==> src/rtl/exp_taylor_unit_pkg.sv <==
// Shared constants, FSM states and fp32 arithmetic
// helpers for the Taylor-series exponential unit.
package exp_pkg;

  localparam logic [31:0] ONE     = 32'h3F80_0000;
  localparam logic [31:0] POS_INF = 32'h7F80_0000;
  localparam logic [31:0] QNAN    = 32'h7FC0_0000;
  localparam logic [31:0] OVF_TH  = 32'h42B0_0000;
  localparam logic [31:0] UNF_TH  = 32'hC2AE_0000;

  typedef enum logic [2:0] {
    S_IDLE,
    S_CLASSIFY,
    S_MUL_X,
    S_MUL_P,
    S_ADD_1,
    S_DONE
  } state_t;

  function automatic logic [31:0] inv_rom(
    input logic [3:0] k
  );
    logic [31:0] v;
    case (k)
      4'd1:    v = 32'h3F80_0000;
      4'd2:    v = 32'h3F00_0000;
      4'd3:    v = 32'h3EAA_AAAB;
      4'd4:    v = 32'h3E80_0000;
      4'd5:    v = 32'h3E4C_CCCD;
      4'd6:    v = 32'h3E2A_AAAB;
      4'd7:    v = 32'h3E12_4925;
      4'd8:    v = 32'h3E00_0000;
      default: v = 32'h3F80_0000;
    endcase
    return v;
  endfunction

  // Denormals flush to zero; specials never reach here.
  function automatic logic [31:0] fp_mul(
    input logic [31:0] a,
    input logic [31:0] b
  );
    logic              s;
    logic [47:0]       pr;
    logic [24:0]       m;
    logic              rb;
    logic              sb;
    logic signed [9:0] e;
    s = a[31] ^ b[31];
    if (a[30:23] == 8'd0 || b[30:23] == 8'd0)
      return {s, 31'd0};
    pr = {1'b1, a[22:0]} * {1'b1, b[22:0]};
    e = $signed({2'b00, a[30:23]})
      + $signed({2'b00, b[30:23]})
      - 10'sd127;
    if (pr[47]) begin
      m  = {1'b0, pr[47:24]};
      rb = pr[23];
      sb = |pr[22:0];
      e  = e + 10'sd1;
    end else begin
      m  = {1'b0, pr[46:23]};
      rb = pr[22];
      sb = |pr[21:0];
    end
    if (rb && (sb || m[0]))
      m = m + 25'd1;
    if (m[24]) begin
      m = m >> 1;
      e = e + 10'sd1;
    end
    if (e >= 10'sd255)
      return {s, 8'hFF, 23'd0};
    if (e <= 10'sd0)
      return {s, 31'd0};
    return {s, e[7:0], m[22:0]};
  endfunction

  function automatic logic [31:0] fp_add(
    input logic [31:0] a_in,
    input logic [31:0] b_in
  );
    logic [31:0]       a;
    logic [31:0]       b;
    logic [26:0]       ma;
    logic [26:0]       mb;
    logic [26:0]       n;
    logic [27:0]       sum;
    logic [7:0]        d;
    logic [24:0]       m;
    logic signed [9:0] e;
    if (a_in[30:23] == 8'd0)
      return (b_in[30:23] == 8'd0) ? 32'd0 : b_in;
    if (b_in[30:23] == 8'd0)
      return a_in;
    if (b_in[30:0] > a_in[30:0]) begin
      a = b_in;
      b = a_in;
    end else begin
      a = a_in;
      b = b_in;
    end
    ma = {1'b1, a[22:0], 3'b000};
    mb = {1'b1, b[22:0], 3'b000};
    d  = a[30:23] - b[30:23];
    // Bits shifted out fold into the sticky lsb.
    if (d > 8'd26) begin
      mb = 27'd1;
    end else begin
      n = mb >> d;
      if ((mb & ((27'd1 << d) - 27'd1)) != 27'd0)
        n[0] = 1'b1;
      mb = n;
    end
    e = $signed({2'b00, a[30:23]});
    if (a[31] == b[31]) begin
      sum = {1'b0, ma} + {1'b0, mb};
      if (sum[27]) begin
        sum = {1'b0, sum[27:2], sum[1] | sum[0]};
        e   = e + 10'sd1;
      end
      n = sum[26:0];
    end else begin
      n = ma - mb;
      if (n == 27'd0)
        return 32'd0;
      for (int i = 0; i < 26; i++) begin
        if (!n[26]) begin
          n = n << 1;
          e = e - 10'sd1;
        end
      end
    end
    m = {1'b0, n[26:3]};
    if (n[2] && (n[1] || n[0] || n[3]))
      m = m + 25'd1;
    if (m[24]) begin
      m = m >> 1;
      e = e + 10'sd1;
    end
    if (e >= 10'sd255)
      return {a[31], 8'hFF, 23'd0};
    if (e <= 10'sd0)
      return {a[31], 31'd0};
    return {a[31], e[7:0], m[22:0]};
  endfunction

endpackage

==> src/rtl/exp_taylor_unit_fp_op_seq.sv <==
// One strobe/ack unit transaction sequencer, plus the
// strobe/ack fp32 arithmetic unit it drives.
module fp_op_seq (
  input  logic        Clock,
  input  logic        Reset,
  input  logic        i_go,
  input  logic [31:0] i_a,
  input  logic [31:0] i_b,
  output logic [31:0] o_a,
  output logic [31:0] o_b,
  output logic        o_a_stb,
  output logic        o_b_stb,
  input  logic        i_a_ack,
  input  logic        i_b_ack,
  input  logic [31:0] i_z,
  input  logic        i_z_stb,
  output logic        o_z_ack,
  output logic [31:0] o_z,
  output logic        o_done
);

  logic [31:0] r_a;
  logic [31:0] r_b;
  logic [31:0] r_z;
  logic        r_a_stb;
  logic        r_b_stb;
  logic        r_z_ack;
  logic        r_done;
  logic        r_busy;

  always_ff @(posedge Clock or negedge Reset) begin
    if (!Reset) begin
      r_a     <= '0;
      r_b     <= '0;
      r_z     <= '0;
      r_a_stb <= 1'b0;
      r_b_stb <= 1'b0;
      r_z_ack <= 1'b0;
      r_done  <= 1'b0;
      r_busy  <= 1'b0;
    end else begin
      r_z_ack <= 1'b0;
      r_done  <= 1'b0;
      if (i_go && !r_busy) begin
        r_a     <= i_a;
        r_b     <= i_b;
        r_a_stb <= 1'b1;
        r_b_stb <= 1'b1;
        r_busy  <= 1'b1;
      end else begin
        if (r_a_stb && i_a_ack)
          r_a_stb <= 1'b0;
        if (r_b_stb && i_b_ack)
          r_b_stb <= 1'b0;
        if (r_busy && i_z_stb &&
            !r_a_stb && !r_b_stb) begin
          r_z     <= i_z;
          r_z_ack <= 1'b1;
          r_done  <= 1'b1;
          r_busy  <= 1'b0;
        end
      end
    end
  end

  assign o_a     = r_a;
  assign o_b     = r_b;
  assign o_a_stb = r_a_stb;
  assign o_b_stb = r_b_stb;
  assign o_z_ack = r_z_ack;
  assign o_z     = r_z;
  assign o_done  = r_done;

endmodule

module fp_unit #(
  parameter bit IS_ADD = 1'b0
) (
  input  logic        Clock,
  input  logic        Reset,
  input  logic [31:0] i_a,
  input  logic        i_a_stb,
  output logic        o_a_ack,
  input  logic [31:0] i_b,
  input  logic        i_b_stb,
  output logic        o_b_ack,
  output logic [31:0] o_z,
  output logic        o_z_stb,
  input  logic        i_z_ack
);
  import exp_pkg::*;

  logic [31:0] r_a;
  logic [31:0] r_b;
  logic [31:0] r_z;
  logic        r_a_ack;
  logic        r_b_ack;
  logic        r_got_a;
  logic        r_got_b;
  logic        r_run;
  logic        r_z_stb;
  logic [1:0]  r_cnt;
  logic [31:0] w_res;

  always_comb begin
    w_res = fp_mul(r_a, r_b);
    if (IS_ADD)
      w_res = fp_add(r_a, r_b);
  end

  // Latency varies with operand low bits.
  always_ff @(posedge Clock or negedge Reset) begin
    if (!Reset) begin
      r_a     <= '0;
      r_b     <= '0;
      r_z     <= '0;
      r_a_ack <= 1'b0;
      r_b_ack <= 1'b0;
      r_got_a <= 1'b0;
      r_got_b <= 1'b0;
      r_run   <= 1'b0;
      r_z_stb <= 1'b0;
      r_cnt   <= '0;
    end else begin
      r_a_ack <= 1'b0;
      r_b_ack <= 1'b0;
      if (i_a_stb && !r_got_a && !r_z_stb) begin
        r_a     <= i_a;
        r_got_a <= 1'b1;
        r_a_ack <= 1'b1;
      end
      if (i_b_stb && !r_got_b && !r_z_stb) begin
        r_b     <= i_b;
        r_got_b <= 1'b1;
        r_b_ack <= 1'b1;
      end
      if (r_got_a && r_got_b &&
          !r_run && !r_z_stb) begin
        r_run <= 1'b1;
        r_cnt <= r_a[1:0] ^ r_b[1:0];
      end
      if (r_run) begin
        if (r_cnt == 2'd0) begin
          r_z     <= w_res;
          r_z_stb <= 1'b1;
          r_run   <= 1'b0;
          r_got_a <= 1'b0;
          r_got_b <= 1'b0;
        end else begin
          r_cnt <= r_cnt - 2'd1;
        end
      end
      if (r_z_stb && i_z_ack)
        r_z_stb <= 1'b0;
    end
  end

  assign o_a_ack = r_a_ack;
  assign o_b_ack = r_b_ack;
  assign o_z     = r_z;
  assign o_z_stb = r_z_stb;

endmodule

==> src/rtl/exp_taylor_unit.sv <==
// fp32 e^x via Horner-form Taylor series on one shared
// multiplier and one adder, valid/ready on both sides.
module exp_taylor_unit #(
  parameter int ORDER = 4,
  parameter int WIDTH = 32
) (
  input  logic             Clock,
  input  logic             Reset,
  input  logic [WIDTH-1:0] in_data,
  input  logic             in_valid,
  output logic             in_ready,
  output logic [WIDTH-1:0] out_data,
  output logic             out_valid,
  input  logic             out_ready,
  output logic [2:0]       out_flags
);
  import exp_pkg::*;

  if (ORDER < 1 || ORDER > 8) begin : g_bad_order
    $error("exp_taylor_unit: ORDER must be 1..8");
  end
  if (WIDTH != 32) begin : g_bad_width
    $error("exp_taylor_unit: WIDTH must be 32");
  end

  state_t      r_state;
  logic [31:0] r_x;
  logic [31:0] r_p;
  logic [31:0] r_t;
  logic [3:0]  r_k;
  logic [2:0]  r_flags;
  logic        r_issued;
  logic        r_mul_go;
  logic        r_add_go;
  logic [31:0] r_mul_a;
  logic [31:0] r_mul_b;
  logic [31:0] r_add_b;
  logic        r_in_ready;
  logic        r_out_valid;
  logic [31:0] r_out_data;
  logic [2:0]  r_out_flags;

  logic [31:0] w_mul_opa;
  logic [31:0] w_mul_opb;
  logic        w_mul_a_stb;
  logic        w_mul_b_stb;
  logic        w_mul_a_ack;
  logic        w_mul_b_ack;
  logic [31:0] w_mul_zu;
  logic        w_mul_z_stb;
  logic        w_mul_z_ack;
  logic [31:0] w_mul_z;
  logic        w_mul_done;

  logic [31:0] w_add_opa;
  logic [31:0] w_add_opb;
  logic        w_add_a_stb;
  logic        w_add_b_stb;
  logic        w_add_a_ack;
  logic        w_add_b_ack;
  logic [31:0] w_add_zu;
  logic        w_add_z_stb;
  logic        w_add_z_ack;
  logic [31:0] w_add_z;
  logic        w_add_done;

  logic        w_nan;
  logic        w_ovf;
  logic        w_unf;

  // Mutually exclusive so the decoder can be unique.
  assign w_nan = (r_x[30:23] == 8'hFF) &&
                 (r_x[22:0] != 23'd0);
  assign w_ovf = !w_nan && !r_x[31] &&
                 (r_x > OVF_TH);
  assign w_unf = !w_nan && r_x[31] &&
                 (r_x[30:0] > UNF_TH[30:0]);

  always_ff @(posedge Clock or negedge Reset) begin
    if (!Reset) begin
      r_state     <= S_IDLE;
      r_x         <= '0;
      r_p         <= '0;
      r_t         <= '0;
      r_k         <= '0;
      r_flags     <= '0;
      r_issued    <= 1'b0;
      r_mul_go    <= 1'b0;
      r_add_go    <= 1'b0;
      r_mul_a     <= '0;
      r_mul_b     <= '0;
      r_add_b     <= '0;
      r_in_ready  <= 1'b0;
      r_out_valid <= 1'b0;
      r_out_data  <= '0;
      r_out_flags <= '0;
    end else begin
      r_mul_go <= 1'b0;
      r_add_go <= 1'b0;
      unique case (r_state)
        S_IDLE: begin
          if (r_in_ready && in_valid) begin
            r_x        <= in_data;
            r_in_ready <= 1'b0;
            r_state    <= S_CLASSIFY;
          end else begin
            r_in_ready <= 1'b1;
          end
        end
        S_CLASSIFY: begin
          unique case (1'b1)
            w_nan: begin
              r_p     <= QNAN;
              r_flags <= 3'b100;
              r_state <= S_DONE;
            end
            w_ovf: begin
              r_p     <= POS_INF;
              r_flags <= 3'b010;
              r_state <= S_DONE;
            end
            w_unf: begin
              r_p     <= '0;
              r_flags <= 3'b001;
              r_state <= S_DONE;
            end
            default: begin
              r_p     <= ONE;
              r_k     <= 4'(ORDER);
              r_flags <= '0;
              r_state <= S_MUL_X;
            end
          endcase
        end
        S_MUL_X: begin
          if (!r_issued) begin
            r_mul_go <= 1'b1;
            r_mul_a  <= r_x;
            r_mul_b  <= inv_rom(r_k);
            r_issued <= 1'b1;
          end else if (w_mul_done) begin
            r_t      <= w_mul_z;
            r_issued <= 1'b0;
            r_state  <= S_MUL_P;
          end
        end
        S_MUL_P: begin
          if (!r_issued) begin
            r_mul_go <= 1'b1;
            r_mul_a  <= r_t;
            r_mul_b  <= r_p;
            r_issued <= 1'b1;
          end else if (w_mul_done) begin
            r_t      <= w_mul_z;
            r_issued <= 1'b0;
            r_state  <= S_ADD_1;
          end
        end
        S_ADD_1: begin
          if (!r_issued) begin
            r_add_go <= 1'b1;
            r_add_b  <= r_t;
            r_issued <= 1'b1;
          end else if (w_add_done) begin
            r_p      <= w_add_z;
            r_k      <= r_k - 4'd1;
            r_issued <= 1'b0;
            r_state  <= (r_k == 4'd1) ?
                        S_DONE : S_MUL_X;
          end
        end
        S_DONE: begin
          if (!r_out_valid) begin
            r_out_valid <= 1'b1;
            r_out_data  <= r_p;
            r_out_flags <= r_flags;
          end else if (out_ready) begin
            r_out_valid <= 1'b0;
            r_state     <= S_IDLE;
          end
        end
        default: r_state <= S_IDLE;
      endcase
    end
  end

  fp_op_seq u_mul_seq (
    .Clock   (Clock),
    .Reset   (Reset),
    .i_go    (r_mul_go),
    .i_a     (r_mul_a),
    .i_b     (r_mul_b),
    .o_a     (w_mul_opa),
    .o_b     (w_mul_opb),
    .o_a_stb (w_mul_a_stb),
    .o_b_stb (w_mul_b_stb),
    .i_a_ack (w_mul_a_ack),
    .i_b_ack (w_mul_b_ack),
    .i_z     (w_mul_zu),
    .i_z_stb (w_mul_z_stb),
    .o_z_ack (w_mul_z_ack),
    .o_z     (w_mul_z),
    .o_done  (w_mul_done)
  );

  fp_unit #(.IS_ADD(1'b0)) u_mul (
    .Clock   (Clock),
    .Reset   (Reset),
    .i_a     (w_mul_opa),
    .i_a_stb (w_mul_a_stb),
    .o_a_ack (w_mul_a_ack),
    .i_b     (w_mul_opb),
    .i_b_stb (w_mul_b_stb),
    .o_b_ack (w_mul_b_ack),
    .o_z     (w_mul_zu),
    .o_z_stb (w_mul_z_stb),
    .i_z_ack (w_mul_z_ack)
  );

  fp_op_seq u_add_seq (
    .Clock   (Clock),
    .Reset   (Reset),
    .i_go    (r_add_go),
    .i_a     (ONE),
    .i_b     (r_add_b),
    .o_a     (w_add_opa),
    .o_b     (w_add_opb),
    .o_a_stb (w_add_a_stb),
    .o_b_stb (w_add_b_stb),
    .i_a_ack (w_add_a_ack),
    .i_b_ack (w_add_b_ack),
    .i_z     (w_add_zu),
    .i_z_stb (w_add_z_stb),
    .o_z_ack (w_add_z_ack),
    .o_z     (w_add_z),
    .o_done  (w_add_done)
  );

  fp_unit #(.IS_ADD(1'b1)) u_add (
    .Clock   (Clock),
    .Reset   (Reset),
    .i_a     (w_add_opa),
    .i_a_stb (w_add_a_stb),
    .o_a_ack (w_add_a_ack),
    .i_b     (w_add_opb),
    .i_b_stb (w_add_b_stb),
    .o_b_ack (w_add_b_ack),
    .o_z     (w_add_zu),
    .o_z_stb (w_add_z_stb),
    .i_z_ack (w_add_z_ack)
  );

  assign in_ready  = r_in_ready;
  assign out_valid = r_out_valid;
  assign out_data  = r_out_data;
  assign out_flags = r_out_flags;

endmodule
==> config.mk <==
export PLATFORM = sky130hd
export DESIGN_NAME = exp_taylor_unit
export DESIGN_NICKNAME = d
export VERILOG_FILES = /design/src/rtl/exp_taylor_unit_pkg.sv /design/src/rtl/exp_taylor_unit_fp_op_seq.sv /design/src/rtl/exp_taylor_unit.sv
export SDC_FILE = /design/constraint.sdc
export NUM_CORES = 2
export LEC_CHECK = 0
export BUFFER_PORTS_ARGS = -buffer_cell sky130_fd_sc_hd__buf_2
export CAP_MARGIN = 5
export CORE_ASPECT_RATIO = 0.9
export CORE_MARGIN = 10
export CORE_UTILIZATION = 60
export CTS_CLUSTER_DIAMETER = 200
export DETAILED_ROUTE_END_ITERATION = 8
export PLACE_DENSITY = 0.75
export SKIP_CTS_REPAIR_TIMING = 1
export SLEW_MARGIN = 20
export SYNTH_ARGS = -nofsm -noshare
export SYNTH_HDL_FRONTEND = slang
export SYNTH_HIERARCHICAL = 1
export SYNTH_SLANG_ARGS = --single-unit
==> constraint.sdc <==
create_clock -name Clock -period 20.5 [get_ports Clock]
set_input_delay 2.05 -clock Clock [delete_from_list [all_inputs] [get_ports Clock]]
set_output_delay 2.05 -clock Clock [all_outputs]
set_load 0.05 [all_outputs]
==> results by group <==
Outcome
  – Result of the run: finished with violations
  – Violated checks: setup timing

GRT
  – Global-route total usage across every layer: between 30% and 40%
  – Largest net degree at the start of global routing: between 150 and 200
  – Antenna violations before repair: 8
  – Overflow left after global routing: 0
  – Global-route wire length before repair: 370000 microns
  – Vias in the first global route: 62260

Layout
  – Commonest cells after routing, fill and taps aside: sky130_fd_sc_hd__nand2_1 (903), sky130_fd_sc_hd__inv_1 (725), sky130_fd_sc_hd__buf_4 (718), sky130_fd_sc_hd__dfrtp_1 (648), sky130_fd_sc_hd__nor2_1 (504)
  – Area growth from synthesis to layout: 14.26%
  – Layout cell share with drive strength beyond 1: a little over 20%
  – Number of nets at the end of the flow: around 9100
  – Commonest non-fill, non-tap cell in the layout: sky130_fd_sc_hd__nand2_1

Route
  – Via-per-instance ratio: 6.560
  – Average wire length per cell after detail routing: between 20 and 25 microns
  – Detailed-route DRC error count: 0
  – Starting DRC count in detailed routing: about 8300
  – Number of vias after detailed routing: 64570
  – Post-route antenna net violation count: 0
  – Post-detailed-routing wire length: roughly 240000 microns
  – Count of TritonRoute iterations in the first routing pass: 7

Worst setup path
  – Most Frequent Cell on Critical Path: sky130_fd_sc_hd__ha_4
  – Worst-path maximum fanout: 6
  – Startpoint of the lowest-slack register-to-register path: u_add/r_a[10]
  – RR Endpoint: u_add/o_z[15]
  – Register-to-Register Path Depth: around 120
  – Worst setup SP type: flop
  – Worst stage delay on the critical path: ~0.37 ns
  – Worst Setup End Kind: flop
  – Register-to-register setup slack: -0.60 ns
  – Cell type of the slowest stage on the worst timing path: sky130_fd_sc_hd__dfrtp_1
  – WS Path Type: reg2reg
  – Critical Path RT: between 20 and 25 ns
  – Critical path data arrival time: around 22 ns
  – CP Launch Point: u_add/r_a[10]

CTS
  – CTS tree: yes
  – Root Buffer Master: sky130_fd_sc_hd__clkbuf_16
  – Worst-path clk slew: approximately 0.060 ns
  – Clock Tree Buf Depth: 3
  – Number of clock buffers inserted by TritonCTS: a little under 70
  – Insertion delay to the later sink of the worst-skew pair: approximately 0.64 ns
  – Clock sink count: 650
  – Number of H-tree levels: 3

Logic synthesis
  – Async set-reset flop share out of synthesis: between 90% and 100%
  – Number of flops mapped to enable cells by yosys: 0
  – Number of distinct library cells after synthesis: 140
  – Average cell area after synthesis: about 8.8 sq um
  – Sequential-to-total area share from yosys stat: 23.66%
  – Synth Register Bits: 650
  – Most used flip-flop cell after synthesis: sky130_fd_sc_hd__dfrtp_1
  – Post-synthesis instance area: 68730 sq um
  – Count of synthesis-stage warnings from yosys: 6
  – Gate count after technology mapping: 7830

Floorplanning
  – Die width: ~380 microns
  – Die Area: approximately 130000 sq um
  – Row cnt: 117
  – Height of the chip: between 300 and 400 microns
  – Starting utilization of the core area: 60.58%
  – Core outline area: approximately 110000 sq um
  – IO Count: 73

STA
  – Minimum period implied by the final worst setup slack: ~21 ns
  – Number of pins exceeding their max-slew limit in the final report: 0
  – Final WS setup: -0.5980 ns
  – Clock Skews: 0.03701 ns
  – Setup-failing EPs final: 31
  – Final period util: 102.9%
  – Setup repair after global routing missed its margin: true
  – Hold violation total from the final report: 0
  – Maximum clock rate: 47.40 MHz
  – TNS Setup: -14.46 ns
  – Slew @ Worst Pin: around 1.2 ns
  – Worst max-slew margin expressed relative to the limit: 17.84%

Placed design
  – Port-buffer cells: around 70
  – HPWL after DPL: around 190000 microns
  – Routability congestion estimate from global placement: between 1 and 1.5

Min path
  – Hold crit path type: reg2reg
  – Hold-critical path endpoint: u_mul_seq/o_b_stb
  – Worst hold path cell count: 1
  – Worst hold start: u_mul/o_b_ack

Job
  – Max-cap violation count: 0
layer usage:
| layer | routed length, microns | global-route usage (%) | vias up |
|---|---|---|---|
| li1 | - | - | 28150 |
| met1 | 103500 | 53.42 | 31820 |
| met2 | 100600 | 51.60 | 3943 |
| met3 | 29400 | 9.309 | 659 |
| met4 | 10380 | 13.68 | 6 |
| met5 | 41 | 0 | - |
worst max-delay path by stage:
| stage | end | slack, ns |
|---|---|---|
| floorplan | u_add/o_z[9] | -0.18 |
| finish | u_add/o_z[15] | -0.60 |
| global placement | u_add/o_z[9] | -0.17 |
| detailed placement | u_add/o_z[9] | -0.64 |
| global route | u_add/o_z[21] | -1.47 |
| CTS | u_add/o_z[17] | -0.74 |
synthesized netlist by cell type, types with 20 or more instances:
cell                       instances  area, sq um
sky130_fd_sc_hd__o22ai_1          65        406.6
sky130_fd_sc_hd__fa_1            484         9689
sky130_fd_sc_hd__o21ai_1          27        135.1
sky130_fd_sc_hd__ha_1            304         3804
sky130_fd_sc_hd__a21oi_1         359         1797
sky130_fd_sc_hd__a221o_1          20        200.2
sky130_fd_sc_hd__and4_1           21        183.9
sky130_fd_sc_hd__o31ai_1          36        270.3
sky130_fd_sc_hd__a211oi_1         87        653.1
sky130_fd_sc_hd__nor2b_1          31        193.9
sky130_fd_sc_hd__nor3_1          144        720.7
sky130_fd_sc_hd__xnor2_1         209         1831
sky130_fd_sc_hd__clkbuf_1        287         1077
sky130_fd_sc_hd__o221ai_1         39        341.6
sky130_fd_sc_hd__or4_1            30        225.2
sky130_fd_sc_hd__a311oi_1         24        210.2
sky130_fd_sc_hd__inv_1           734         2755
sky130_fd_sc_hd__buf_2            74        370.4
sky130_fd_sc_hd__a31oi_1          75        469.2
sky130_fd_sc_hd__nand3_1         233         1166
sky130_fd_sc_hd__a221oi_1         31        271.5
sky130_fd_sc_hd__nand2b_1         50        312.8
sky130_fd_sc_hd__and3_1           84        525.5
sky130_fd_sc_hd__o21a_1           31        232.7
sky130_fd_sc_hd__buf_1            31        116.4
sky130_fd_sc_hd__and2_1          290         1814
sky130_fd_sc_hd__o211ai_1         66        495.5
sky130_fd_sc_hd__a211o_1          30        262.8
sky130_fd_sc_hd__nand4_1          86        538.0
sky130_fd_sc_hd__mux2_2          378         4257
sky130_fd_sc_hd__o21ai_0         345         1727
sky130_fd_sc_hd__mux2i_1         153         1531
sky130_fd_sc_hd__xor2_1           69        604.3
sky130_fd_sc_hd__nand2_1         914         3431
sky130_fd_sc_hd__nor4_1           61        381.6
sky130_fd_sc_hd__buf_4            22        165.2
sky130_fd_sc_hd__a21o_1           65        488.0
sky130_fd_sc_hd__o21bai_1         41        307.8
sky130_fd_sc_hd__nor2_1          521         1956
sky130_fd_sc_hd__or3_1            50        312.8
sky130_fd_sc_hd__dfrtp_1         650        16270
sky130_fd_sc_hd__buf_6            27        304.0
sky130_fd_sc_hd__mux2_4           56        840.8
logic make-up after synthesis:
| group | synth area share (%) |
|---|---|
| simple gates | 18.96 |
| compound gates | 16.31 |
| buf+inv | 7.028 |
| fa+ha+maj | 19.66 |
| flops | 23.66 |
| mux | 9.979 |
| xor+xnor | 4.385 |
| other cells | 0.01093 |
critical path: cells and delay by family (launching register included):
family	cells	cell delay [ns]
AOI/OAI and AO/OA	35	6.00
adders and majority gates	24	6.46
muxes	11	2.30
DFF	1	0.37
buffers and inverters	15	1.99
and+or+nand+nor	29	3.38
xor gates and xnor gates	3	0.38
cell type report:
class,instances,area [sq um]
Tap cell,1487,1861
Sequential cell,650,16270
Inverter,744,2796
Timing Repair Buffer,816,6158
Multi-Input combinational cell,6024,49210
Clock inverter,31,367.9
Clock buffer,89,1871
Fill cell,8860,34920
Antenna cell,2,5.005
stage by stage:
stage                     setup slack, ns  hold WS [ns]  std cells  util (%)  area (sq um)
final                             -0.5980        0.4348       9843     69.22         78540
after global routing               -1.470        0.4412       9841     69.22         78530
after CTS                         -0.7351        0.4333       9808     68.16         77330
after detailed placement          -0.6393        0.4171       9688     66.18         75090
after global placement            -0.1685        0.4136       9688     66.18         75090
after floorplan                   -0.1755        0.4103       7860         -         69420
Power is not shown: default switching activity piles up to over one toggle a cycle in this logic, so the estimate is an artifact.
